File: src/rtl/fetch_pkg.sv
// Shared types for the fetch stage: FSM encoding, queue entry layout
// and the default reset fetch address.
package fetch_pkg;

   localparam logic [31:0] FETCH_RESET_PC = 32'h0000_0000;

   typedef enum logic [1:0] {
      FETCH   = 2'd0,
      FULL    = 2'd1,
      DISCARD = 2'd2
   } fetch_state_e;

   typedef struct packed {
      logic [31:0] pc;
      logic [31:0] instr;
   } fq_entry_t;

endpackage

File: src/rtl/fetch_queue.sv
// Synchronous FIFO of {pc, instr} entries between fetch and decode.
// Ports: clock, reset, push/pop/flush, push_pc/push_instr in,
// head_pc/head_instr (zero-latency head), count, full, empty.
module fetch_queue
   import fetch_pkg::*;
#(
   parameter int DEPTH = 2
) (
   input  logic                         clock,
   input  logic                         reset,
   input  logic                         push,
   input  logic                         pop,
   input  logic                         flush,
   input  logic [31:0]                  push_pc,
   input  logic [31:0]                  push_instr,
   output logic [31:0]                  head_pc,
   output logic [31:0]                  head_instr,
   output logic [$clog2(DEPTH+1)-1:0]   count,
   output logic                         full,
   output logic                         empty
);

   localparam int CW = $clog2(DEPTH + 1);
   localparam int PW = $clog2(DEPTH);

   fq_entry_t       mem_q [DEPTH];
   logic [PW-1:0]   rd_q;
   logic [PW-1:0]   wr_q;
   logic [CW-1:0]   cnt_q;

   // Storage needs no reset; validity is tracked by cnt_q.
   always_ff @(posedge clock) begin
      if (push)
         mem_q[wr_q] <= '{pc: push_pc, instr: push_instr};
   end

   // DEPTH is a power of two, so pointers wrap naturally.
   always_ff @(posedge clock) begin
      if (reset || flush) begin
         rd_q  <= '0;
         wr_q  <= '0;
         cnt_q <= '0;
      end else begin
         if (push)
            wr_q <= wr_q + 1'b1;
         if (pop)
            rd_q <= rd_q + 1'b1;
         cnt_q <= cnt_q + CW'(push) - CW'(pop);
      end
   end

   assign head_pc    = mem_q[rd_q].pc;
   assign head_instr = mem_q[rd_q].instr;
   assign count      = cnt_q;
   assign full       = (cnt_q == CW'(DEPTH));
   assign empty      = (cnt_q == '0);

endmodule

File: src/rtl/fetch_stage.sv
// Instruction fetch: one outstanding imem request, small instruction
// queue to decode, redirect flush with stale-response discard.
// Ports: clock, reset; imem_req/imem_addr out, imem_ack/imem_rdata in;
// redirect_valid/redirect_pc in; out_valid/out_instr/out_pc/out_pc4
// out, out_ready in; align_err out.
// Macro FETCH_ALIGN_CHECK_EN: flag misaligned redirects (sticky
// align_err) and force the loaded fetch_pc to word alignment.
module fetch_stage
   import fetch_pkg::*;
#(
   parameter logic [31:0] RESET_PC    = FETCH_RESET_PC,
   parameter int          QUEUE_DEPTH = 2
) (
   input  logic        clock,
   input  logic        reset,
   output logic        imem_req,
   output logic [31:0] imem_addr,
   input  logic        imem_ack,
   input  logic [31:0] imem_rdata,
   input  logic        redirect_valid,
   input  logic [31:0] redirect_pc,
   output logic        out_valid,
   input  logic        out_ready,
   output logic [31:0] out_instr,
   output logic [31:0] out_pc,
   output logic [31:0] out_pc4,
   output logic        align_err
);

   localparam int CW = $clog2(QUEUE_DEPTH + 1);

   fetch_state_e  state_q;
   logic          req_q;
   logic [31:0]   addr_q;
   logic [31:0]   pc_q;

   logic          acc;
   logic          flush;
   logic          push;
   logic          pop;
   logic          full;
   logic          empty;
   logic [CW-1:0] count;
   logic          full_nxt;
   logic [31:0]   pc_load;
   logic [31:0]   pc_nxt;

   assign acc   = req_q & imem_ack;
   assign flush = redirect_valid;
   // Responses are only kept in FETCH; in DISCARD they are stale.
   assign push  = acc & (state_q == FETCH) & ~flush;
   assign pop   = out_valid & out_ready & ~flush;

`ifdef FETCH_ALIGN_CHECK_EN
   logic aerr_q;

   assign pc_load = {redirect_pc[31:2], 2'b00};

   always_ff @(posedge clock) begin
      if (reset)
         aerr_q <= 1'b0;
      else if (redirect_valid && (redirect_pc[1:0] != 2'b00))
         aerr_q <= 1'b1;
   end

   assign align_err = aerr_q;
`else
   assign pc_load   = redirect_pc;
   assign align_err = 1'b0;
`endif

   // Fullness after this edge; a push never lands on a full queue
   // because no request issues while full.
   always_comb begin
      full_nxt = 1'b0;
      if (!flush) begin
         if (pop)
            full_nxt = 1'b0;
         else if (push)
            full_nxt = (count == CW'(QUEUE_DEPTH - 1));
         else
            full_nxt = full;
      end
   end

   always_comb begin
      pc_nxt = pc_q;
      if (flush)
         pc_nxt = pc_load;
      else if (push)
         pc_nxt = pc_q + 32'd4;
   end

   always_ff @(posedge clock) begin
      if (reset) begin
         state_q <= FETCH;
         req_q   <= 1'b0;
         addr_q  <= RESET_PC;
         pc_q    <= RESET_PC;
      end else begin
         pc_q <= pc_nxt;
         if (req_q && !imem_ack) begin
            // Request must stay stable until acked.
            if (flush)
               state_q <= DISCARD;
         end else begin
            req_q   <= ~full_nxt;
            addr_q  <= pc_nxt;
            state_q <= full_nxt ? FULL : FETCH;
         end
      end
   end

   assign imem_req  = req_q;
   assign imem_addr = addr_q;

   fetch_queue #(
      .DEPTH (QUEUE_DEPTH)
   ) u_queue (
      .clock      (clock),
      .reset      (reset),
      .push       (push),
      .pop        (pop),
      .flush      (flush),
      .push_pc    (pc_q),
      .push_instr (imem_rdata),
      .head_pc    (out_pc),
      .head_instr (out_instr),
      .count      (count),
      .full       (full),
      .empty      (empty)
   );

   assign out_valid = ~empty;
   assign out_pc4   = out_pc + 32'd4;

endmodule

File: config.mk
export PLATFORM = sky130hd
export DESIGN_NAME = fetch_stage
export DESIGN_NICKNAME = d
export VERILOG_FILES = /design/src/rtl/fetch_pkg.sv /design/src/rtl/fetch_queue.sv /design/src/rtl/fetch_stage.sv
export SDC_FILE = /design/constraint.sdc
export NUM_CORES = 1
export LEC_CHECK = 0
export ABC_AREA = 1
export BUFFER_PORTS_ARGS = -buffer_cell sky130_fd_sc_hd__buf_2
export CORE_ASPECT_RATIO = 1.4
export CORE_UTILIZATION = 49
export DETAILED_ROUTE_END_ITERATION = 8
export PLACE_DENSITY = 0.84
export SLEW_MARGIN = 20
export SYNTH_ARGS = -nofsm -noshare
export SYNTH_HDL_FRONTEND = slang
export SYNTH_SLANG_ARGS = --single-unit
File: constraint.sdc
create_clock -name clock -period 3.72 [get_ports clock]
set_input_delay 0.186 -clock clock [delete_from_list [all_inputs] [get_ports clock]]
set_output_delay 0.186 -clock clock [all_outputs]
set_load 0.02 [all_outputs]
# Word level (Yosys, flattened, before mapping)
# Memory sizes are Yosys's and may differ from the RTL's. A register that Yosys moved wholly into a read port is not among the register bits.
# Index checks and enable logic that the tools add are counted.
# word_totals
romBits	0
in_bits	69
register_bits	71
n_memories	1
wordCells	42
out_inout_bits	131
latch_bits	0
ramBits	128
# memory_table
name	depth	width	read_ports	rd_clocked_by_memory_dff	wr	line_no	rtl
u_queue.mem_q	2	64	1	1	1	fetch_queue.sv:26	fq_entry_t mem_q [DEPTH];
# op_classes
n_bitwise	8
eq_ne	3
multipliers	0
magnitude_cmp	0
mux	12
n_reduce_logical	5
div	0
n_addsub	6
shifts	0
# ops
operator	count
$add 32x3->32 const B	2
$mux 32	2
$mux 1	8
$and 1x1->1	5
$logic_not 2->1	2
$mux 2	2
$not 1->1	3
$add 1x1->1 const B	2
$add 2x1->2	1
$eq 2x1->1 const B	1
$eq 2x2->1 const B	1
$ne 2x2->1 const B	1
$sub 2x1->2	1
$logic_and 1x1->1	1
$logic_not 1->1	1
$logic_or 1x1->1	1

# Longest topological paths before layout
# Gate-level depths: netlist of run 1.
# logic_depth
word_depth	8
mapped_depth	12
mapped_depth_nobuf	12

# By module
# A second synthesis of run 1 with hierarchy kept.
# hier_totals
hier_cells	835
hier_area_um2	9182.6
# modules_own_cells
mod	area_each_um2	seq_area_each_um2	n_inst	cells_per_inst
fetch_queue	5148.7	3943.8	1	231
fetch_stage	4033.9	1341.3	1	604

# Least setup slack after synthesis of run 1
# Ideal clock, no wire load.
# synth_timing
path_type	register to register
from	register req_q, in the netlist imem_req
to	memory u_queue.mem_q[0][0] (netlist bit), enable pin
arrival_time_ns	3.718
synth_period_minus_slack_ns	4.206
setup_time_ns	0.488
path_stages_with_launch	6
required_ns	3.232
setup_slack_ns	-0.486
path_cell_list	dfxtp_1 > nand2_1 > inv_1 > nand3_1 > clkbuf_1 > nor2_1
# synth_between
elab_chain_len	5
# synth_rtl
element	line_no	rtl
start, declared	fetch_stage.sv:33	logic req_q;
start signal, assigned	fetch_stage.sv:107	req_q <= ~full_nxt;
$and 1x1->1	fetch_stage.sv:48	assign acc = req_q & imem_ack;
$and 1x1->1 (2 in a row)	fetch_stage.sv:51	assign push = acc & (state_q == FETCH) & ~flush;
$mux 1	fetch_queue.sv:33	if (push)
$mux 1 (implied by the code)	fetch_queue.sv:34	mem_q[wr_q] <= '{pc: push_pc, instr: push_instr};
end, declared	fetch_queue.sv:26	
# Every way passes these cells.

==> impl_results.md, run 1 <==
- Fin crit period: 2850 ps
- Mux contribution to synthesized area: 0.0434
- CP max stage cell: dfxtp_4
- Yosys top cell area share: 0.423
- RSZ-0062 raised after global routing: no
- R2R setup slack: 1690 ps
- Hold slack: 22.1 ps
- Area Growth Syn to Fin: 23.7%
- Yosys cell types: 40
- Diode count: 0
- Critical Path Start Type: register
- Worst Max-Slew Pin Slew: 889 ps
- Antenna viol nets, final: 0
- Worst path required time: 3530 ps
- Final setup viols: 0
- Vias per cell: 5.06
- Worst path max stage delay: 430 ps
- Slew HR: 0.407
- Final Hold Fails: 0
- Period utilisation layout: 0.766
- Register area: 5290 um^2
- Layout Skew: 11.4 ps
- Global-route wire length before repair: 34.3 mm
- Clk sink count: 200
- Fin nets: 1239
- Effective utilization at floorplan: 0.503
- Clock-pin slew on the worst setup and hold paths: 80 ps
- Avg Cell Area, Syn: 9.67 um^2
- Maximum vdd drop: 0.291 mV
- Power per standard cell area: 431 nW/um^2
- Reg2Reg Depth: 12
- Largest family of logic cells by synthesized area: simple AND/OR/NAND/NOR gates
- All-Layer GR Usage: 0.236
- Initial antenna violation count: 0
- CTS buffer count: 17
- FMAX: 351 MHz
- WP depth: 8
- Post-CTS Resized: 0
- Outcome: completed
- Post-synthesis cell count: 940
- Post-DR wirelength/cell: 15.6 um
- Hold WC Path Type: input pin to register
- Mapped cell area: 9090 um^2
- TritonCTS clock tree: yes
- Synth area leaders: edfxtp_1, dfxtp_1, nand2_1
- Die area: 19100 um^2
- Multi-input logic area: 3150 um^2
- WP buf/inv: 2
- Post-Synth Adder-Cell Area: 0.00551
- Overall power: 4.85 mW
- Static Leak: 4.86 nW
- Hold depth: 3
- Most used DFF post-synth: edfxtp_1
- Critical Path, Cell by Cell: buf_12, o21ai_1, nor2_1, nand2_1, nor3_2, nand3_1, xnor2_1, buf_2
- Worst path top cell family by delay: simple AND/OR/NAND/NOR gates
- Die Y: 163 um
- #FFs+latches synth: 200
- Critical Path Fanout Max: 84
- CORE AREA: 18100 um^2
- Initial drt markers: 455
- Clk Latency, worst-skew pair: 430 ps
- Via Count: 7184
- Gr ovfl total: 0
- PortBufs: 198
- Remaining DRCs: 0
- Post-synthesis compound-gate area fraction: 0.0640
- HPWL after DPL: 16.0 mm
- Async SR Flop Fraction: 0
- WL final: 22.1 mm
- Clock buffer depth: 2
- Crit path arrival time: 2660 ps
- I/O Pins: 200
- Final Slew Violations: 0
- Final Non-Filler Cells: 1419
- Syn Nets: 1013
- Placed Cells: 1355
- Vias in the first global route: 7046
- WS Path Type: register to output port
- Fillcell total: 1507
- XOR/XNOR Fraction of Synth Area: 0.0414
- Max-cap violations: 0
- Gpl congestion: 0.939
- Die span in x: 117 um
- EDFF count, synth: 128
- Post-CTS Repair Setup Buffers: 0
- Share of cells above drive strength 1: 0.275
- Setup TNS: 0 ps
- Pin count of the biggest net entering global routing: 85
- # rows: 58
- Detailed Routing Iterations Pass 1: 6
- Root Buffer Master: clkbuf_16
- Crit path capture type: output port
- Post-synthesis sequential area ratio: 0.581
- H-tree depth: 4
- Ys Warns: 0
- Simple-gate portion of the synthesized area: 0.190
- Largest area contributor in the netlist: edfxtp_1
==> worst register-to-register path: cells and delay by family (launching register included) <==
family	cells	cell delay, ps
fa+ha+maj	1	210
buf+inv	1	120
compound gates	1	60
simple gates	9	1130
flops	1	430
==> final timing paths <==
check,from,endpoint
min reg2reg,pc_q[1],u_queue.mem_q[1][33]
max,register,out_pc4[29]
max reg2reg,pc_q[3],imem_addr[24]
min,redirect_pc[21],pc_q[21]
==> repair_timing <==
action | 4_1_cts | 5_1_grt
hold endpoints to repair | 64 | 0
endpoints found under the setup margin | 0 | 0
hold buffers | 32 | 0
==> report_power, final <==
group | internal, mW | switching (mW)
clock | 0.922 | 0.934
combinational | 0.173 | 0.293
sequential | 2.45 | 0.0747
total | 3.55 | 1.30
==> kinds of logic (layout without fill, tap and decap cells) <==
kind of cell,Yosys count,count (layout)
flops,200,200
fa+ha+maj,4,4
xor+xnor,43,43
compound gates,92,92
simple gates,405,405
other cells,1,1
mux,35,35
buf+inv,160,399
==> cells in the mapped netlist, types with 12 or more instances <==
library cell / n
o21ai_0: 18
a21oi_1: 32
nand4_1: 16
inv_2: 12
nor2_1: 106
nand2_1: 197
xor2_1: 31
clkbuf_1: 12
nand3_1: 45
inv_1: 118
dfxtp_1: 72
mux2_2: 35
xnor2_1: 12
edfxtp_1: 128
o21ai_1: 14
==> layer usage <==
layer	wire, um	vias up	track usage
met5	0	-	0
met4	677	0	0.118
met3	1110	48	0.0349
met2	11500	244	0.423
met1	8820	3360	0.271
li1	-	3532	-
==> per-stage QoR <==
stage / setup WS [ps] / cell area (um^2) / utilization
after floorplan: 587 / 9090 / -
after global placement: 1230 / 10300 / 0.570
after detailed placement: 1310 / 10300 / 0.570
after CTS: 836 / 11200 / 0.622
after global routing: 612 / 11200 / 0.622
final: 870 / 11200 / 0.622
==> cells in the final DEF (no fill, tap or decap), drive strengths merged <==
cell type | netlist | final
nand3b | 1 | 1
conb | 1 | 1
o21bai | 3 | 3
and2 | 4 | 4
a21oi | 32 | 32
nor2 | 116 | 116
nand4 | 16 | 16
nand2 | 205 | 205
xnor2 | 12 | 12
nor3b | 1 | 1
buf | 16 | 203
a21o | 1 | 1
dfxtp | 72 | 72
xor2 | 31 | 31
nor3 | 15 | 15
o211ai | 3 | 3
nand3 | 46 | 46
clkinv | 2 | 10
o32ai | 1 | 1
o22a | 3 | 3
mux2 | 35 | 35
clkbuf | 12 | 17
o21ai | 47 | 47
ha | 4 | 4
inv | 130 | 137
o22ai | 2 | 2
dlygate4sd3 | 0 | 32
or2 | 1 | 1
edfxtp | 128 | 128
==> cell type report <==
class / instances / share of cell area
multi-input combinational: 580 / 0.280
timing repair buffer: 235 / 0.123
sequential: 200 / 0.471
clock buffer: 17 / 0.0379
inverter: 132 / 0.0441
clock inverter: 15 / 0.0173
tap: 240 / 0.0267
==> registers in the layout (all words and copies together) (netlist names), named ones only <==
| signal | cells |
|---|---|
| imem_req | 1 |
| u_queue.wr_q | 1 |
| u_queue.count | 2 |
| pc_q | 32 |
| u_queue.mem_q | 128 |
| u_queue.rd_q | 1 |
| state_q | 2 |
| imem_addr | 32 |
Note: power is estimated with default switching activity, not from simulation.
==> inputs of run 2 (changes only) <==
==> constraint.sdc (replaced) <==
create_clock -name clock -period 2.41 [get_ports clock]
set_input_delay 0.1205 -clock clock [delete_from_list [all_inputs] [get_ports clock]]
set_output_delay 0.1205 -clock clock [all_outputs]
set_load 0.02 [all_outputs]
==> run 2 against run 1 <==
The run now ends with setup timing left. Worst setup slack worse by 950 ps. Global-route usage grew 1.1 points. Sequential share of layout area fell by 4.5 points. Clock-buffer cell count is the same. Hold slack lost 16 ps. Cell count rose by 4.6%. Clock power is 46% higher. Sequential power up 55%. Via count grew 7.3%.
==> impl_results.md, run 2 (same netlist as run 1, synthesis figures left out) <==
- Outcome: complete, but fails checks
- Violated checks: setup timing
- Placed Cells: 1364 (+0.66%)
- Crit path capture type: output port
- Critical Path Fanout Max: 7 (-92%)
- WS Path Type: register to output port
- Effective utilization at floorplan: 0.503 (unchanged)
- Vias in the first global route: 7240 (+2.8%)
- Remaining DRCs: 0 (unchanged)
- Setup ws final: -80.9 ps (-951 ps)
- Overall power: 7.45 mW (+54%)
- Global-route wire length before repair: 35.9 mm (+4.6%)
- Share of cells above drive strength 1: 0.354 (+0.0789)
- Worst Max-Slew Pin Slew: 678 ps (-211 ps)
- Fillcell total: 1284 (-15%)
- Worst path max stage delay: 390 ps (-40 ps)
- Max-cap violations: 0 (unchanged)
- Setup TNS: -497 ps (-497 ps)
- Die Y: 163 um (unchanged)
- CTS buffer count: 17 (unchanged)
- Final Non-Filler Cells: 1484 (+4.6%)
- Worst path top cell family by delay: buffers and inverters
- CP max stage cell: dfxtp_4
- CORE AREA: 18100 um^2 (unchanged)
- Antenna viol nets, final: 0 (unchanged)
- Clock-pin slew on the worst setup and hold paths: 80 ps (about the same)
- Most frequent cells in the layout: buf_2, nand2_1, edfxtp_1
- Detailed Routing Iterations Pass 1: 8 (+2)
- Final Slew Violations: 0 (unchanged)
- WL final: 24.7 mm (+12%)
- Gpl congestion: 0.914 (-2.7%)
- Finished Core Util: 0.687 (+0.0655)
- Period utilisation layout: 1.03
- Pre-CTS setup slack: 294 ps (-1010 ps)
- Die span in x: 117 um (unchanged)
- Critical Path, Cell by Cell: buf_8, buf_16, o21ai_4, inv_2, nor2_4, nand2_4, nor3_4, buf_4, xor2_1, buf_4
- Maximum vdd drop: 0.479 mV (+65%)
- Fin nets: 1304 (+5.2%)
- Die area: 19100 um^2 (unchanged)
- Most common cell after layout, fill and taps aside: buf_2
- Via Count: 7709 (+7.3%)
- Static Leak: 5.42 nW (+12%)
- Final setup viols: 12 (+12)
- Area Growth Syn to Fin: 36.7%
- Vias per cell: 5.19 (+2.6%)
- Critical Path Start Type: register
- # rows: 58 (unchanged)
- Hold slack: 6.07 ps (-16.1 ps)
- Root Buffer Master: clkbuf_16
- DP Area: 10400 um^2 (+0.66%)
- Clk sink count: 200 (unchanged)
- FMAX: 401 MHz
- All-Layer GR Usage: 0.247 (+0.0109)
- Post-route cell area: 12400 um^2 (+11%)
- H-tree depth: 4 (unchanged)
- Crit path arrival time: 2370 ps (-290 ps)
- Clock buffer depth: 2 (unchanged)
- I/O Pins: 200 (unchanged)
- Final Hold Fails: 0 (unchanged)
- Most used cell, CP: buf_4
- Slew HR: 0.547 (+0.141)
- HPWL after DPL: 16.0 mm (about the same)
- RSZ-0062 raised after global routing: yes
- Largest reg by FF count: u_queue.mem_q
- WP buf/inv: 5 (+3)
- Initial drt markers: 729 (+60%)
- Clk Latency, worst-skew pair: 440 ps (about the same)
- Worst path required time: 2290 ps (-1240 ps)
- Layout Skew: 13.6 ps (+2.21 ps)
- Max reg flops: 128 (unchanged)
- PortBufs: 198 (unchanged)
- Diode count: 0 (unchanged)
- Post-DR wirelength/cell: 16.7 um (+6.9%)
- Power per standard cell area: 600 nW/um^2 (+39%)
- Initial antenna violation count: 0 (unchanged)
- Gr ovfl total: 0 (unchanged)
- Pin count of the biggest net entering global routing: 65 (-24%)
- Hold WC Path Type: input pin to register
- TritonCTS clock tree: yes
- Fin crit period: 2490 ps
## run 2: changes by cell type in the layout (fill, tap and decap cells not counted), moves of 8 or more
cell / before / now
nand2_4: 0 / 9
buf_2: 198 / 177
dlygate4sd3_1: 32 / 46
nor2_4: 2 / 21
buf_4: 2 / 61
nor2_1: 104 / 87
o21ai_4: 4 / 19
nand2_1: 197 / 175
buf_6: 0 / 8
o21ai_1: 14 / 4
nand2_2: 8 / 21
## run 2: path summary, 6_finish.rpt
| kind | cells after the start | slack [ps] | startpoint | end |
|---|---|---|---|---|
| worst max-delay path | 10 | -80 | register | out_pc4[14] |
| worst min-delay path | 5 | 6 | redirect_pc[20] | pc_q[20] |
| worst max register to register | 12 | 350 | imem_req | imem_addr[27] |
| worst min register to register | 0 | 470 | pc_q[0] | u_queue.mem_q[0][32] |
## run 2: cell type report
class,count,area [um^2],share of cell area
tap,240,300,0.0242
multi-input combinational,580,3690,0.297
sequential,200,5290,0.426
inverter,132,495,0.0399
clock inverter,15,133,0.0107
clock buffer,17,425,0.0342
timing repair buffer,300,2090,0.168
## run 2: worst reg2reg max path: stages (launching register included)
cell	delay, ps
dfxtp_1	360
nand2_1	90
inv_1	90
nand3_1	170
buf_4	230
nor2_1	330
nand2_1	150
nor2_1	130
nand3_1	70
nand2_1	80
nand2_1	60
nand2_1	90
a21oi_1	70
## run 2: repair_timing
item | CTS | global route
setup buffers | 23 | 15
setup endpoints to repair | 19 | 22
pin swaps | 21 | 48
resized for setup | 51 | 102
hold buffers | 46 | 0
cloned | 3 | 1
hold endpoints to repair | 78 | 0
## run 2: power by group
group | switching [mW] | leakage, nW | total, mW | internal, mW
clock | 1.35 | 0.275 | 2.72 | 1.37
sequential | 0.115 | 1.78 | 3.90 | 3.78
combinational | 0.498 | 3.37 | 0.829 | 0.332
## run 2: metal layers
layer | global-route usage | wire (um)
met3 | 0.0404 | 1450
met2 | 0.457 | 13100
met5 | 0 | 0
met4 | 0.104 | 988
met1 | 0.275 | 9210
==> inputs of run 3 (changes only) <==
--- a/config.mk
+++ b/config.mk
@@ -6,11 +6,12 @@
 export NUM_CORES = 1
 export LEC_CHECK = 0
 export ABC_AREA = 1
-export BUFFER_PORTS_ARGS = -buffer_cell sky130_fd_sc_hd__buf_2
 export CORE_ASPECT_RATIO = 1.4
-export CORE_UTILIZATION = 49
+export CORE_UTILIZATION = 57
 export DETAILED_ROUTE_END_ITERATION = 8
-export PLACE_DENSITY = 0.84
+export DONT_BUFFER_PORTS = 1
+export PLACE_DENSITY = 0.83
+export RECOVER_POWER = 50
 export SLEW_MARGIN = 20
 export SYNTH_ARGS = -nofsm -noshare
 export SYNTH_HDL_FRONTEND = slang
==> run 3 against run 2 <==
The run still ends with setup timing left. Wire length fell by 6.1%. Cell count down 13%. Critical path type unchanged. Sequential share of layout area grew 2.9 points. Largest power group unchanged. Non-clock buffer count decreased by 150. Register-to-register slack worse by 80 ps. Flip-flop and latch count did not move.
==> impl_results.md, run 3 (same netlist as run 1, synthesis figures left out) <==
- Outcome: complete, but fails checks
- Violated checks: setup timing
- Share of cells above drive strength 1: 0.230 (-0.123)
- Final Hold Fails: 0 (unchanged)
- Crit path capture type: output port
- Crit path arrival time: 2370 ps (about the same)
- Clk Latency, worst-skew pair: 430 ps (about the same)
- CORE AREA: 15600 um^2 (-14%)
- Worst path required time: 2290 ps (about the same)
- Hold WC Path Type: input pin to register
- PortBufs: 0 (-100%)
- Gpl congestion: 0.962 (+5.2%)
- Detailed Routing Iterations Pass 1: 4 (-4)
- Initial antenna violation count: 0 (unchanged)
- Clock-pin slew on the worst setup and hold paths: 80 ps (about the same)
- WS Path Type: register to output port
- Clock buffer depth: 2 (unchanged)
- Post-DR wirelength/cell: 18.0 um (+8.0%)
- Vias in the first global route: 6820 (-5.8%)
- Placed Cells: 1168 (-14%)
- Via Count: 6972 (-9.6%)
- H-tree depth: 4 (unchanged)
- Effective utilization at floorplan: 0.582 (+0.0794)
- All-Layer GR Usage: 0.278 (+0.0310)
- Max reg flops: 128 (unchanged)
- Worst Max-Slew Pin Slew: 663 ps (-15.7 ps)
- Finished Core Util: 0.745 (+0.0580)
- Remaining DRCs: 0 (unchanged)
- Maximum vdd drop: 0.832 mV (+74%)
- Final Non-Filler Cells: 1290 (-13%)
- Hold slack: 0.188 ps (-5.88 ps)
- Period utilisation layout: 1.03 (+0.00115)
- Largest reg by FF count: u_queue.mem_q
- RSZ-0062 raised after global routing: yes
- Die Y: 151 um (-7.2%)
- Max-cap violations: 0 (unchanged)
- Clk sink count: 200 (unchanged)
- Initial drt markers: 475 (-35%)
- TritonCTS clock tree: yes
- Final Slew Violations: 0 (unchanged)
- WL final: 23.2 mm (-6.1%)
- Layout Skew: 9.89 ps (-3.72 ps)
- Antenna viol nets, final: 0 (unchanged)
- Fin crit period: 2490 ps (+2.76 ps)
- Pre-CTS setup slack: 169 ps (-125 ps)
- Static Leak: 4.79 nW (-12%)
- Gr ovfl total: 0 (unchanged)
- Fin nets: 1154 (-12%)
- Global-route wire length before repair: 34.5 mm (-4.0%)
- CTS buffer count: 17 (unchanged)
- Most frequent cells in the layout: nand2_1, edfxtp_1, inv_1
- HPWL after DPL: 15.5 mm (-2.9%)
- Die span in x: 109 um (-7.2%)
- Overall power: 7.60 mW (+2.0%)
- Critical Path Start Type: register
- Vias per cell: 5.40 (+4.0%)
- # rows: 54 (-6.9%)
- FMAX: 401 MHz (-0.11%)
- Final setup viols: 11 (-1)
- Root Buffer Master: clkbuf_16
- Diode count: 0 (unchanged)
- I/O Pins: 200 (unchanged)
- Most common cell after layout, fill and taps aside: nand2_1
- Setup ws final: -83.7 ps (-2.76 ps)
- Fillcell total: 1054 (-18%)
- Die area: 16500 um^2 (-14%)
- Pin count of the biggest net entering global routing: 65 (unchanged)
- Critical Path Fanout Max: 10 (+3)
- Power per standard cell area: 653 nW/um^2 (+8.9%)
- Slew HR: 0.558 (+0.0110)
- Area Growth Syn to Fin: 28.0%
[run 3: changes by cell type in the layout (fill, tap and decap cells not counted), moves of 4 or more]
cell	previous run	this run
buf_2	177	0
dlygate4sd3_1	46	66
nand2_1	175	185
nand2_2	21	12
buf_4	61	69
o21ai_2	6	14
o21ai_4	19	11
nor2_4	21	14
buf_6	8	4
inv_6	6	2
nor2_2	8	12
[run 3: worst paths after layout]
path,startpoint,to,slack (ps),cells after the start
hold / removal,reset,imem_addr[11],0.2,3
hold reg to reg,pc_q[0],u_queue.mem_q[1][32],470,0
setup reg to reg,pc_q[3],pc_q[14],270,11
setup / recovery,register,out_pc4[29],-80,7
[run 3: final cells by class]
| class | count | area, um^2 | share of cell area |
|---|---|---|---|
| repair buffers | 150 | 1440 | 0.124 |
| multi-input cells | 580 | 3530 | 0.303 |
| clock buffers | 17 | 425 | 0.0366 |
| flip-flops and latches | 200 | 5290 | 0.455 |
| inverters | 132 | 504 | 0.0433 |
| well taps | 196 | 245 | 0.0211 |
| clock inverters | 15 | 204 | 0.0175 |
[run 3: report_power, final]
part	switching (mW)	leakage [nW]	internal, mW	total (mW)
Clock	1.39	0.308	1.60	2.98
Combinational	0.384	2.71	0.257	0.641
Sequential	0.190	1.78	3.78	3.97
[run 3: worst max-delay path, cell delays in order (launching register included)]
cell and delay [ps]:
dfxtp_4 390, buf_8 160, o21ai_4 410, nand3_4 190
nor3_2 310, nand3_1 130, xnor2_1 180, buf_4 170
[run 3: repair_timing]
item	in CTS	in global routing
gates cloned	1	2
hold buffers	67	0
resized for setup	29	70
endpoints found under the hold margin	120	0
setup endpoints to repair	15	24
setup buffers	8	12
pin swaps	14	38
[run 3: per-stage QoR]
stage	instance area (um^2)	setup TNS (ps)
5_1_grt	11600	-1850
6_report	11600	-575
3_3_place_gp	9680	0
2_1_floorplan	9110	0
3_5_place_dp	9680	0
4_1_cts	11200	-653
[run 3: routing by layer]
metal | share of wire | GRT usage | up-vias | wire [um]
met5 | 0 | 0 | - | 0
met4 | 0.029 | 0.124 | 0 | 666
met3 | 0.067 | 0.0491 | 57 | 1550
met2 | 0.53 | 0.515 | 302 | 12400
met1 | 0.37 | 0.306 | 3264 | 8580
li1 | - | - | 3349 | -
